$ cat src/rtl/mem_access_unit.sv
// Load/store initiator between the datapath and a halfword-wide big-endian Data_Mem.
// Optional MAU_SIGN_EXT_EN: honour req_signed on byte loads (default: zero-extend all).
module mem_access_unit #(
    parameter int ADDR_W = 16,
    parameter int DATA_W = 16
) (
    input  logic              clk,
    input  logic              rst_n,
    input  logic              req_valid,
    output logic              req_ready,
    input  logic              req_write,
    input  logic              req_byte,
    input  logic              req_signed,
    input  logic [ADDR_W-1:0] req_addr,
    input  logic [DATA_W-1:0] req_wdata,
    output logic              resp_valid,
    output logic              resp_err,
    output logic [DATA_W-1:0] resp_rdata,
    output logic              memRead,
    output logic              memWrite,
    output logic [ADDR_W-1:0] address,
    output logic [DATA_W-1:0] write_data,
    input  logic [DATA_W-1:0] read_data,
    output logic [2:0]        dbg_state
);

    typedef enum logic [2:0] {
        S_IDLE = 3'd0,
        S_RD   = 3'd1,
        S_CAP  = 3'd2,
        S_WR   = 3'd3,
        S_RESP = 3'd4,
        S_ERR  = 3'd5
    } state_t;

    state_t              state_q, state_d;
    logic                write_q, write_d;
    logic                byte_q, byte_d;
    logic                signed_q, signed_d;
    logic [ADDR_W-1:0]   addr_q, addr_d;
    // Holds store data from acceptance, then the load result or merged halfword from CAP on.
    logic [DATA_W-1:0]   data_q, data_d;

    logic                mem_read_q, mem_read_d;
    logic                mem_write_q, mem_write_d;
    logic [ADDR_W-1:0]   address_q, address_d;
    logic [DATA_W-1:0]   write_data_q, write_data_d;
    logic                resp_valid_q, resp_valid_d;
    logic                resp_err_q, resp_err_d;
    logic [DATA_W-1:0]   resp_rdata_q, resp_rdata_d;

    logic                accept;
    logic [7:0]          lane;
    logic                ext_bit;

    assign req_ready = rst_n && (state_q == S_IDLE);
    assign accept    = req_valid && req_ready;
    assign lane      = addr_q[0] ? read_data[7:0] : read_data[15:8];

`ifdef MAU_SIGN_EXT_EN
    assign ext_bit = signed_q & lane[7];
`else
    logic unused_signed;
    assign unused_signed = signed_q;
    assign ext_bit       = 1'b0;
`endif

    always_comb begin
        state_d  = state_q;
        write_d  = write_q;
        byte_d   = byte_q;
        signed_d = signed_q;
        addr_d   = addr_q;
        data_d   = data_q;

        case (state_q)
            S_IDLE: begin
                if (accept) begin
                    write_d  = req_write;
                    byte_d   = req_byte;
                    signed_d = req_signed;
                    addr_d   = req_addr;
                    data_d   = req_wdata;
                    if (!req_byte && req_addr[0])
                        state_d = S_ERR;
                    else if (req_write && !req_byte)
                        state_d = S_WR;
                    else
                        state_d = S_RD;
                end
            end
            S_RD: state_d = S_CAP;
            S_CAP: begin
                if (!write_q) begin
                    data_d  = byte_q ? {{(DATA_W-8){ext_bit}}, lane} : read_data;
                    state_d = S_RESP;
                end else begin
                    data_d  = addr_q[0] ? {read_data[15:8], data_q[7:0]}
                                        : {data_q[7:0], read_data[7:0]};
                    state_d = S_WR;
                end
            end
            S_WR:   state_d = S_RESP;
            S_RESP: state_d = S_IDLE;
            S_ERR:  state_d = S_IDLE;
            default: state_d = S_IDLE;
        endcase

        // Outputs are decoded from the next state so they appear registered in that state.
        mem_read_d   = (state_d == S_RD);
        mem_write_d  = (state_d == S_WR);
        address_d    = (mem_read_d || mem_write_d) ? {addr_d[ADDR_W-1:1], 1'b0} : '0;
        write_data_d = mem_write_d ? data_d : '0;
        resp_valid_d = (state_d == S_RESP) || (state_d == S_ERR);
        resp_err_d   = (state_d == S_ERR);
        resp_rdata_d = ((state_d == S_RESP) && !write_d) ? data_d : '0;
    end

    always_ff @(posedge clk or negedge rst_n) begin
        if (!rst_n) begin
            state_q      <= S_IDLE;
            write_q      <= 1'b0;
            byte_q       <= 1'b0;
            signed_q     <= 1'b0;
            addr_q       <= '0;
            data_q       <= '0;
            mem_read_q   <= 1'b0;
            mem_write_q  <= 1'b0;
            address_q    <= '0;
            write_data_q <= '0;
            resp_valid_q <= 1'b0;
            resp_err_q   <= 1'b0;
            resp_rdata_q <= '0;
        end else begin
            state_q      <= state_d;
            write_q      <= write_d;
            byte_q       <= byte_d;
            signed_q     <= signed_d;
            addr_q       <= addr_d;
            data_q       <= data_d;
            mem_read_q   <= mem_read_d;
            mem_write_q  <= mem_write_d;
            address_q    <= address_d;
            write_data_q <= write_data_d;
            resp_valid_q <= resp_valid_d;
            resp_err_q   <= resp_err_d;
            resp_rdata_q <= resp_rdata_d;
        end
    end

    assign memRead    = mem_read_q;
    assign memWrite   = mem_write_q;
    assign address    = address_q;
    assign write_data = write_data_q;
    assign resp_valid = resp_valid_q;
    assign resp_err   = resp_err_q;
    assign resp_rdata = resp_rdata_q;
    assign dbg_state  = state_q;

endmodule

$ cat config.mk
export PLATFORM = sky130hd
export DESIGN_NAME = mem_access_unit
export DESIGN_NICKNAME = d
export VERILOG_FILES = /design/src/rtl/mem_access_unit.sv
export SDC_FILE = /design/constraint.sdc
export NUM_CORES = 1
export LEC_CHECK = 0
export CAP_MARGIN = 0
export CORE_AREA = 2 2 114 116
export CTS_CLUSTER_DIAMETER = 150
export CTS_CLUSTER_SIZE = 28
export DETAILED_ROUTE_END_ITERATION = 7
export DIE_AREA = 0 0 116 118
export SLEW_MARGIN = 20
export SYNTH_ARGS = -nofsm -noshare
export SYNTH_HDL_FRONTEND = slang
export SYNTH_SLANG_ARGS = --single-unit
$ cat constraint.sdc
create_clock -name clk -period 5.55 [get_ports clk]
set_clock_uncertainty 0.1 [all_clocks]
set_input_delay 1.665 -clock clk [delete_from_list [all_inputs] [get_ports clk]]
set_output_delay 1.665 -clock clk [all_outputs]
set_load 0.02 [all_outputs]
Yosys cells after proc, flatten, opt, wreduce, memory -nomap -nowiden
Cells that the tools add are included.

cells by class
  eq/ne operators = 7
  muxes and demuxes = 18
  reduce and logical (&&, ||, !) cells = 11

operator list
  kind                number
  $mux 16             9
  $pmux 16 s2         1
  $pmux 3 s4          1
  $eq 3x2->1 const B  3
  $mux 3              3
  $mux 8              1
  $eq 3x1->1 const B  2
  $eq 3x3->1 const B  2
  $logic_and 1x1->1   5
  $logic_not 3->1     1
  $logic_not 1->1     2
  $logic_or 1x1->1    2
  $mux 1              2
  $mux 2              1
  $reduce_and 2->1    1

word-level totals
  register bits after elaboration = 89
  bits of input ports = 54
  output and inout port bits = 56
  logic and storage cells = 49

Depth between registers and ports, before layout
Gate-level depths: netlist (run 1).

  word-level depth = 9
  depth in mapped cells = 7

Least setup slack after synthesis (run 1)
OpenSTA, ideal clock, no wires.

  path kind = in2out
  start point = input port rst_n
  end point = output port req_ready
  arrival = 2.444 ns
  data required time = 3.785 ns
  path slack = 1.341 ns
  stages = 3
  cells stage by stage = clkbuf_1 clkbuf_1 and2_1

on the way
  longest elaborated chain between the ends = 1

RTL lines
  item               RTL line  text
  start, declared    8         input logic rst_n,
  $logic_and 1x1->1  56        assign req_ready = rst_n && (state_q == S_IDLE);
  end, declared      10        output logic req_ready,

Every way passes these cells.

Final worst setup path (run 1)
  start point = register state_q[1], in the netlist dbg_state[1]
  end point = output port req_ready

on the way
  longest elaborated chain between the ends = 2

RTL lines
  item                    RTL line  text
  start, declared         36        state_t state_q, state_d;
  start signal, assigned  135       state_q <= state_d;
  $logic_not 3->1         56
  $logic_and 1x1->1       56

Every way passes these cells.

==> results.cfg, run 1 <==
[critical_path]
cp.arrival_ps = 2670
rrSetupSlack_ps = 2590
crit_start = dbg_state[1]
worstSetupEndpoint = req_ready
critPathTopFamily = simple AND/OR/NAND/NOR gates
critPathRequiredTime_ps = 3790
r2r_cells = 4
start_kind = flip-flop
crit_path_max_incr_delay_ps = 780
crit_buf_inv = 1
r2r-start = dbg_state[1]
cp-end-kind = output pin
path_cells = nor3_2 -> and2_1 -> clkdlybuf4s50_1
crit_path_max_fanout = 17
slowest_stage = nor3_2
path_depth = 3
rr_endpoint = address[12]
critical_path_class = reg -> out

[sta]
relSlewSlack_pct = 43.2
period_minus_slack_ps = 4440
tightest_slew_ps = 851
max_freq_ghz = 0.225
fin_setup_tns_ps = 0
setup_violations = 0
holdWs_ps = 392
rsz0062_at_grt = no
timing.final.ws_setup_ps = 1110
hold_violations = 0
slew_violations = 0
post-route-period-util_pct = 79.9

[power_and_ir_drop]
power_density_nw_per_um2 = 495
finalPower_mw = 2.62
pwr-share-clk_pct = 24.1
ir_worst_vdd_mv = 0.197
switching_share_pct = 36.4
p_leak_nw = 2.24
pwr-share-seq_pct = 38.0
p_sw_mw = 0.952
combPwrFrac_pct = 38.0
intPower_mw = 1.67

[global_routing]
grt_pass1_vias = 3051
met2_usage_pct = 23.2
grt_use_met3_pct = 6.59
grt-busiest-layer = met2
grt_overflow = 0
track_usage_pct = 15.2
grt_first_pass_wirelength_um = 16100
grt_max_degree = 71
met1_usage_pct = 20.3
antenna_found_initial = 0

[floorplan]
die_w_um = 116
core_um2 = 12400
start_util_pct = 30.4
dieArea_um2 = 13700
pin_count = 110
fp.dieH_um = 118
rows = 41

[placed_design]
pre_cts_ws_ps = 997
placedCellCount = 592
port_buffers = 107
gp_congestion = 0.825
place_area_um2 = 4970
dp_hpwl_um = 7090

[cts]
htree_levels = 3
cts_buffer_depth = 2
cts_buffers = 9
cts_root_buf = clkbuf_16
clock_latency_ps = 340
clk_pin_slew_worst_paths_ps = 70
post_cts_buffers = 0
hold_buffers = 0
cts.sinks = 88
cts_tree = built
cts_resized = 0

[route]
via_per_inst = 4.73
ant_nets = 0
totalWireLength_um = 9970
wl_per_cell_um = 16.4
vias = 2877
first_iter_violations = 82
drc = 0
first_pass_iters = 4

[synthesis]
yosysSeqAreaShare_pct = 58.3
yosysUniqueCellTypes = 40
avgSynthCellArea_um2 = 11.3
syn-cell-area_um2 = 3780
synth_warnings = 0
synthCells = 334
ys_seq_elements = 88
synth_nets = 388

[finish]
nNetsFinal = 485
diodes = 0
fin_cells = 608
final_core_util_pct = 42.6
synthToLayoutAreaGrowth_pct = 40.0
design_area_um2 = 5290
drive_gt1_share_pct = 12.4

[hold_path]
hold_class = reg -> reg
min-delay-start = addr_q[7]

[run_status]
status = finished clean

[flow_run]
maxCapViolCount = 0
==> sequential cells by signal (all words and copies together) (netlist names) <==
register and cells:
addr_q 16, address 15, byte_q 1, data_q 16, dbg_state 3, memRead 1
memWrite 1, resp_err 1, resp_rdata 16, resp_valid 1, write_data 16, write_q 1
==> logic make-up (layout without fill, tap and decap cells) <==
| group | after synthesis | after routing | share of synthesized area [%] |
|---|---|---|---|
| other | 1 | 1 | 0.0993 |
| DFF | 88 | 88 | 58.3 |
| muxes | 25 | 25 | 7.19 |
| and+or+nand+nor | 130 | 130 | 19.6 |
| AOI/OAI and AO/OA | 54 | 54 | 10.6 |
| buffers and inverters | 36 | 138 | 4.21 |
==> power groups by stage <==
stage	Combinational, mW	Clock (mW)	Sequential (mW)
after detailed placement	1.00	0	1.00
final	0.994	0.630	0.994
after global routing	1.10	0.676	1.02
after floorplan	0.611	0	1.02
after global placement	0.987	0	0.998
after CTS	1.01	0.649	0.995
==> synth_stat cells <==
cell type	n	area share, %
a211oi_1	7	1.4
a21bo_2	6	1.6
a21boi_0	2	0.40
a21oi_1	13	1.7
a21oi_2	1	0.23
a311o_1	1	0.26
a32oi_1	2	0.46
a32oi_2	1	0.43
and2_1	12	2.0
and3_1	3	0.50
and4b_1	1	0.26
and4bb_2	1	0.33
buf_1	1	0.099
buf_2	8	1.1
buf_4	3	0.60
clkbuf_1	11	1.1
clkbuf_2	2	0.26
clkinv_1	1	0.099
conb_1	1	0.099
dfrtp_1	88	58
inv_1	9	0.89
inv_2	1	0.099
mux2_2	17	5.1
mux2i_1	8	2.1
nand2_1	4	0.40
nand2b_1	2	0.33
nand3_1	22	2.9
nand3b_1	7	1.4
nand4_1	16	2.6
nor2_1	22	2.2
nor2b_1	28	4.6
nor3_1	8	1.1
nor3_2	1	0.26
nor3b_2	1	0.33
o211ai_1	6	1.2
o21ai_0	11	1.5
o21bai_1	1	0.20
o311ai_2	3	1.3
or2_1	1	0.17
or3_1	1	0.17
==> how the worst min path moves through the flow <==
stage,endpoint,slack (ps),depth (start not counted)
floorplan,addr_q[10],370,1
global placement,addr_q[12],370,1
detailed placement,addr_q[7],380,1
CTS,addr_q[7],400,1
global route,addr_q[3],410,1
finish,addr_q[7],390,1
==> final cells by class <==
type / count / area, um^2
multi-input combinational: 210 / 1420
inverter: 11 / 41.3
clock inverter: 6 / 72.6
clock buffer: 10 / 239
sequential: 88 / 2200
tap: 172 / 215
fill: 1219 / 7120
timing repair buffer: 111 / 1100
==> routing by layer <==
metal,up-vias,routed length [um]
li1,1357,-
met1,1396,4390
met2,110,4480
met3,14,958
met4,0,145
met5,-,0
==> placed cells by master, fill, tap and decap left out, types with 2 or more instances in the layout <==
master,netlist,routed
a211oi_1,7,7
a21bo_2,6,6
a21boi_0,2,2
a21oi_1,13,13
a32oi_1,2,2
and2_1,12,12
and3_1,3,3
buf_4,3,5
clkbuf_16,0,9
clkdlybuf4s50_1,0,106
dfrtp_1,88,88
inv_1,9,9
inv_6,0,4
mux2_2,17,17
mux2i_1,8,8
nand2_1,4,4
nand2b_1,2,2
nand3_1,22,22
nand3b_1,7,7
nand4_1,16,16
nor2_1,22,22
nor2b_1,28,28
nor3_1,8,7
nor3_2,1,2
o211ai_1,6,6
o21ai_0,11,11
o311ai_2,3,3
(Power assumes the default switching activity.)
==> run 2: changes to the inputs <==
Clock period 5.55 ns to 3.6 ns, I/O delays scaled along.
==> results.cfg, run 2 (synthesis results as in run 1) <==
[run_status]
status = finished clean

[sta]
rsz0062_at_grt = no
hold_violations = 0
relSlewSlack_pct = 55.5
max_freq_ghz = 0.314
period_minus_slack_ps = 3190
slew_violations = 0
fin_setup_tns_ps = 0
setup_violations = 0
post-route-period-util_pct = 88.5
tightest_slew_ps = 666

[power_and_ir_drop]
p_leak_nw = 2.25
ir_worst_vdd_mv = 0.454
finalPower_mw = 4.05
power_density_nw_per_um2 = 762

[floorplan]
pin_count = 110
start_util_pct = 30.4
rows = 41
core_um2 = 12400
die_w_um = 116
dieArea_um2 = 13700
fp.dieH_um = 118

[critical_path]
cp.arrival_ps = 2010
start_kind = input pin
r2r_cells = 4
critPathRequiredTime_ps = 2420
crit_path_max_fanout = 2
rr_endpoint = resp_rdata[2]
cp-end-kind = output pin
crit_buf_inv = 2
rrSetupSlack_ps = 1460
r2r-start = addr_q[0]
crit_start = rst_n
critical_path_class = in -> out
crit_path_max_incr_delay_ps = 630
slowest_stage = clkdlybuf4s50_1
critPathTopFamily = buffers and inverters
path_depth = 3
path_cells = buf_4 -> and2_1 -> clkdlybuf4s50_1

[finish]
drive_gt1_share_pct = 12.5
synthToLayoutAreaGrowth_pct = 40.7
diodes = 0
layout_common_cells = clkdlybuf4s50_1 (106), dfrtp_1 (88), nor2b_1 (28)
nNetsFinal = 488
final_common_cell = clkdlybuf4s50_1

[hold_path]
hold_class = reg -> reg
min-delay-start = addr_q[7]
hold_end = addr_q[7]
whs_path_depth = 1

[cts]
htree_levels = 3
cts.sinks = 88
clock_latency_ps = 350
cts_root_buf = clkbuf_16
cts_buffer_depth = 2
cts_resized = 0
cts_tree = built
hold_buffers = 0
clk_pin_slew_worst_paths_ps = 60
post_cts_buffers = 0
cts_buffers = 9

[route]
first_pass_iters = 4
vias = 2872
ant_nets = 0
first_iter_violations = 123
totalWireLength_um = 10100
via_per_inst = 4.70
wl_per_cell_um = 16.6
drc = 0

[placed_design]
dp_hpwl_um = 6980
gp_congestion = 0.844
port_buffers = 107

[global_routing]
grt_pass1_vias = 3094
track_usage_pct = 15.7
grt_first_pass_wirelength_um = 16300
grt_max_degree = 108
grt_overflow = 0
antenna_found_initial = 0

[flow_run]
maxCapViolCount = 0
[run 2: cell count changes in the layout (fill, tap and decap cells not counted)]
cell,delta
clkbuf_8,+1
nor3_1,+1
buf_12,+1
nor3_2,-1
inv_6,-3
clkbuf_1,+1
clkinv_2,+1
buf_4,+2
[run 2: how the worst max path moves through the flow]
stage / end / slack (ps)
4_1_cts: req_ready / 410
5_1_grt: req_ready / 340
6_report: req_ready / 410
3_3_place_gp: address[2] / 340
3_5_place_dp: address[6] / 300
2_1_floorplan: req_ready / 560
[run 2: per-layer routing]
| layer | GRT usage [%] | wire length, um | vias to the layer above |
|---|---|---|---|
| li1 | - | - | 1363 |
| met1 | 20.3 | 4370 | 1389 |
| met2 | 23.8 | 4660 | 107 |
| met3 | 6.59 | 932 | 13 |
| met4 | 4.69 | 164 | 0 |
| met5 | 0 | 0 | - |
[run 2: layout make-up]
class                   count  area, um^2
flip-flops and latches     88        2200
well taps                 172         215
clock buffers              12         256
fillers                  1212        7100
inverters                  11        41.3
clock inverters             4        51.3
repair buffers            114        1130
multi-input cells         210        1420
[run 2: power by group]
part / leakage [nW] / switching [mW] / internal, mW
Clock: 0.149 / 0.388 / 0.577
Sequential: 1.15 / 0.213 / 1.30
Combinational: 0.954 / 0.853 / 0.722
[run 2: per-stage QoR]
step	utilization [%]	hold WS [ps]	instance area (um^2)	setup WS [ps]	std cells
after detailed placement	40.3	381	5010	297	595
after global placement	40.3	373	5010	336	595
after global routing	42.8	406	5320	340	611
final	42.8	392	5320	414	611
after floorplan	-	365	3780	561	334
after CTS	42.8	396	5320	415	611
==> patch (flow settings as in run 2) <==
Build with the macro `MAU_SIGN_EXT_EN` defined.
--- a/src/rtl/mem_access_unit.sv
+++ b/src/rtl/mem_access_unit.sv
@@ -1,4 +1,6 @@
 // Load/store initiator between the datapath and a halfword-wide big-endian Data_Mem.
 // Optional MAU_SIGN_EXT_EN: honour req_signed on byte loads (default: zero-extend all).
+`define MAU_SIGN_EXT_EN
+
 module mem_access_unit #(
     parameter int ADDR_W = 16,
Behaviour: not the same (Yosys sat finds a counterexample within 4 cycles, from zero or initial values and one cycle with rst_n low).
==> patch against run 2 <==
  * Critical path type is now flop to output port
  * Register-to-register slack worse by 210 ps
  * Wire length is 5.6% higher
  * Sequential share of layout area decreased by 1.6 points
  * Sequential cell count rose by 1
  * Critical endpoint unchanged
  * Power up 9.0%
  * Maximum frequency increased by 2.0%
  * Synthesized area rose by 7.0%
  * Setup slack better by 63 ps
  * Largest power group unchanged
  * Final area up 5.3%
==> patch: results (changes against run 2) <==
setup_path:
  worst_r2r_endpoint: "byte_q"  # was resp_rdata[2]
  startpoint: "dbg_state[1]"  # was rst_n
  worst_ep_arrival_time_ps: 1940  # was 2010 ps
  rr_worst_depth: 5  # was 4
  max_stage_delay_ps: 610  # was 630 ps
  rrSetupSlack_ps: 1250  # was 1460 ps
  critPathMaxFanout: 12  # was 2
  worstReg2RegStart: "dbg_state[2]"  # was addr_q[0]
  endpoint: "req_ready"  # unchanged
  cp_slowest_cell: "clkdlybuf4s50_1"  # unchanged
clocking:
  clk_pin_slew_ps: 60  # about the same
  clk_path_buf_depth: 2  # unchanged
  cts_root_buffer: "clkbuf_16"  # unchanged
  cts_resized: 0  # unchanged
  cts_max_level: 3  # unchanged
  cts_setup_buffers: 0  # unchanged
  clock_latency_ps: 340
  numCtsBuffers: 9  # unchanged
grt:
  grt_max_degree: 41  # was 108
  track_usage: 0.164  # was 0.157
  grt_pass1_wl_mm: 17.0  # was 16.3 mm
  antenna_found_initial: 0  # unchanged
  grt_pass1_vias: 3140  # was 3,094
sta:
  worst_slew_pin_slew_ps: 648  # was 666 ps
  finalSetupTns_ps: 0  # unchanged
  hold_viol: 0  # unchanged
synthesis:
  ys_async_sr_fraction: 1.00  # unchanged
  synthesis.nets: 389  # was 388
  synth-seq-area-share: 0.551  # was 0.583
  yosys_warnings: 0  # unchanged
  ys.flop_type: "dfrtp_1"  # unchanged
  synthDistinctLibCells: 45  # was 40
  synth_commonest_cells: "dfrtp_1 (89), nor2_1 (38), mux2_2 (31)"  # was dfrtp_1 (88), nor2b_1 (28), nand3_1 (22), nor2_1 (22), mux2_2 (17)
  netlist_top_cells_area: "dfrtp_1 (55%), mux2_2 (8.6%), mux2i_1 (3.7%), nor2_1 (3.5%), a21oi_1 (3.5%)"  # was dfrtp_1 (58%), mux2_2 (5.1%), nor2b_1 (4.6%), nand3_1 (2.9%), nand4_1 (2.6%)
place:
  numPortBuffers: 108  # was 107
  place_congestion: 0.787  # was 0.844
  place_area_um2: 5280  # was 5010 µm²
  dpl.hpwl_mm: 7.58  # was 6.98 mm
detailed_routing:
  drt-initial-drc-count: 166  # was 123
  first_pass_iters: 4  # unchanged
  drt_wl_total_mm: 10.7  # was 10.1 mm
  via_per_inst: 4.81  # was 4.70
layout:
  insertedDiodeCount: 0  # unchanged
  num-nets-final: 496  # was 488
  drive_gt1_frac: 0.183  # was 0.125
power:
  vdd_drop_max_v: 0.000230  # was 0.000454 V
  leakagePower_uw: 0.00234  # was 0.00225 µW
worst_hold_path:
  hold_path.class: "flop to flop"  # unchanged
run_status:
  status: "finished, final reports clean"  # unchanged
patch: cell count changes after synthesis, moves of 10 or more:
| cell | change |
|---|---|
| and2_1 | -10 |
| nor2_1 | +16 |
| nand3_1 | -20 |
| a21oi_1 | +15 |
| nand4_1 | -16 |
| mux2_2 | +14 |
patch: per-layer routing:
metal | up-vias | track usage | share of wire
met1 | 1458 | 0.225 | 0.45
met3 | 14 | 0.0294 | 0.048
li1 | 1421 | - | -
met2 | 84 | 0.255 | 0.48
met5 | - | 0 | 0
met4 | 0 | 0.0640 | 0.016
patch: logic make-up after synthesis:
group	share of synthesized area
AOI/OAI and AO/OA	0.127
buffers and inverters	0.0378
DFF	0.551
muxes	0.150
other	0.000928
and+or+nand+nor	0.134
patch: worst min path at each step:
stage | cells past startpoint | slack (ps) | endpoint | startpoint
floorplan | 1 | 360 | addr_q[10] | addr_q[10]
global placement | 1 | 380 | addr_q[11] | addr_q[11]
detailed placement | 1 | 380 | addr_q[13] | addr_q[13]
CTS | 1 | 390 | addr_q[5] | addr_q[5]
global route | 1 | 410 | addr_q[8] | addr_q[8]
finish | 1 | 390 | addr_q[5] | addr_q[5]
patch: worst max-delay path, delay by kind of cell, from the launching register on:
family	cells	cell delay, ps
buf+inv	2	990
flops	1	370
simple gates	1	240
patch: final cells by class:
class | count | area (µm²)
clock buffers | 11 | 243
clock inverters | 5 | 78.8
fillers | 1193 | 6820
inverters | 2 | 7.51
multi-input cells | 221 | 1660
flip-flops and latches | 89 | 2230
well taps | 172 | 215
repair buffers | 119 | 1160
patch: metrics by stage:
| step | power, µW | util | instances | hold slack (ps) | setup slack, ps |
|---|---|---|---|---|---|
| after global placement | 3400 | 0.425 | 603 | 377 | 465 |
| after detailed placement | 3450 | 0.425 | 603 | 377 | 376 |
| after CTS | 4460 | 0.451 | 619 | 395 | 463 |
| after floorplan | 2820 | - | 335 | 364 | 923 |
| final | 4420 | 0.451 | 619 | 391 | 477 |
| after global routing | 4700 | 0.451 | 619 | 407 | 418 |
patch: power breakdown:
group / switching (µW) / internal [µW] / leakage (µW)
Combinational: 1040 / 866 / 0.00104
Clock: 369 / 625 / 0.000159
Sequential: 178 / 1340 / 0.00115
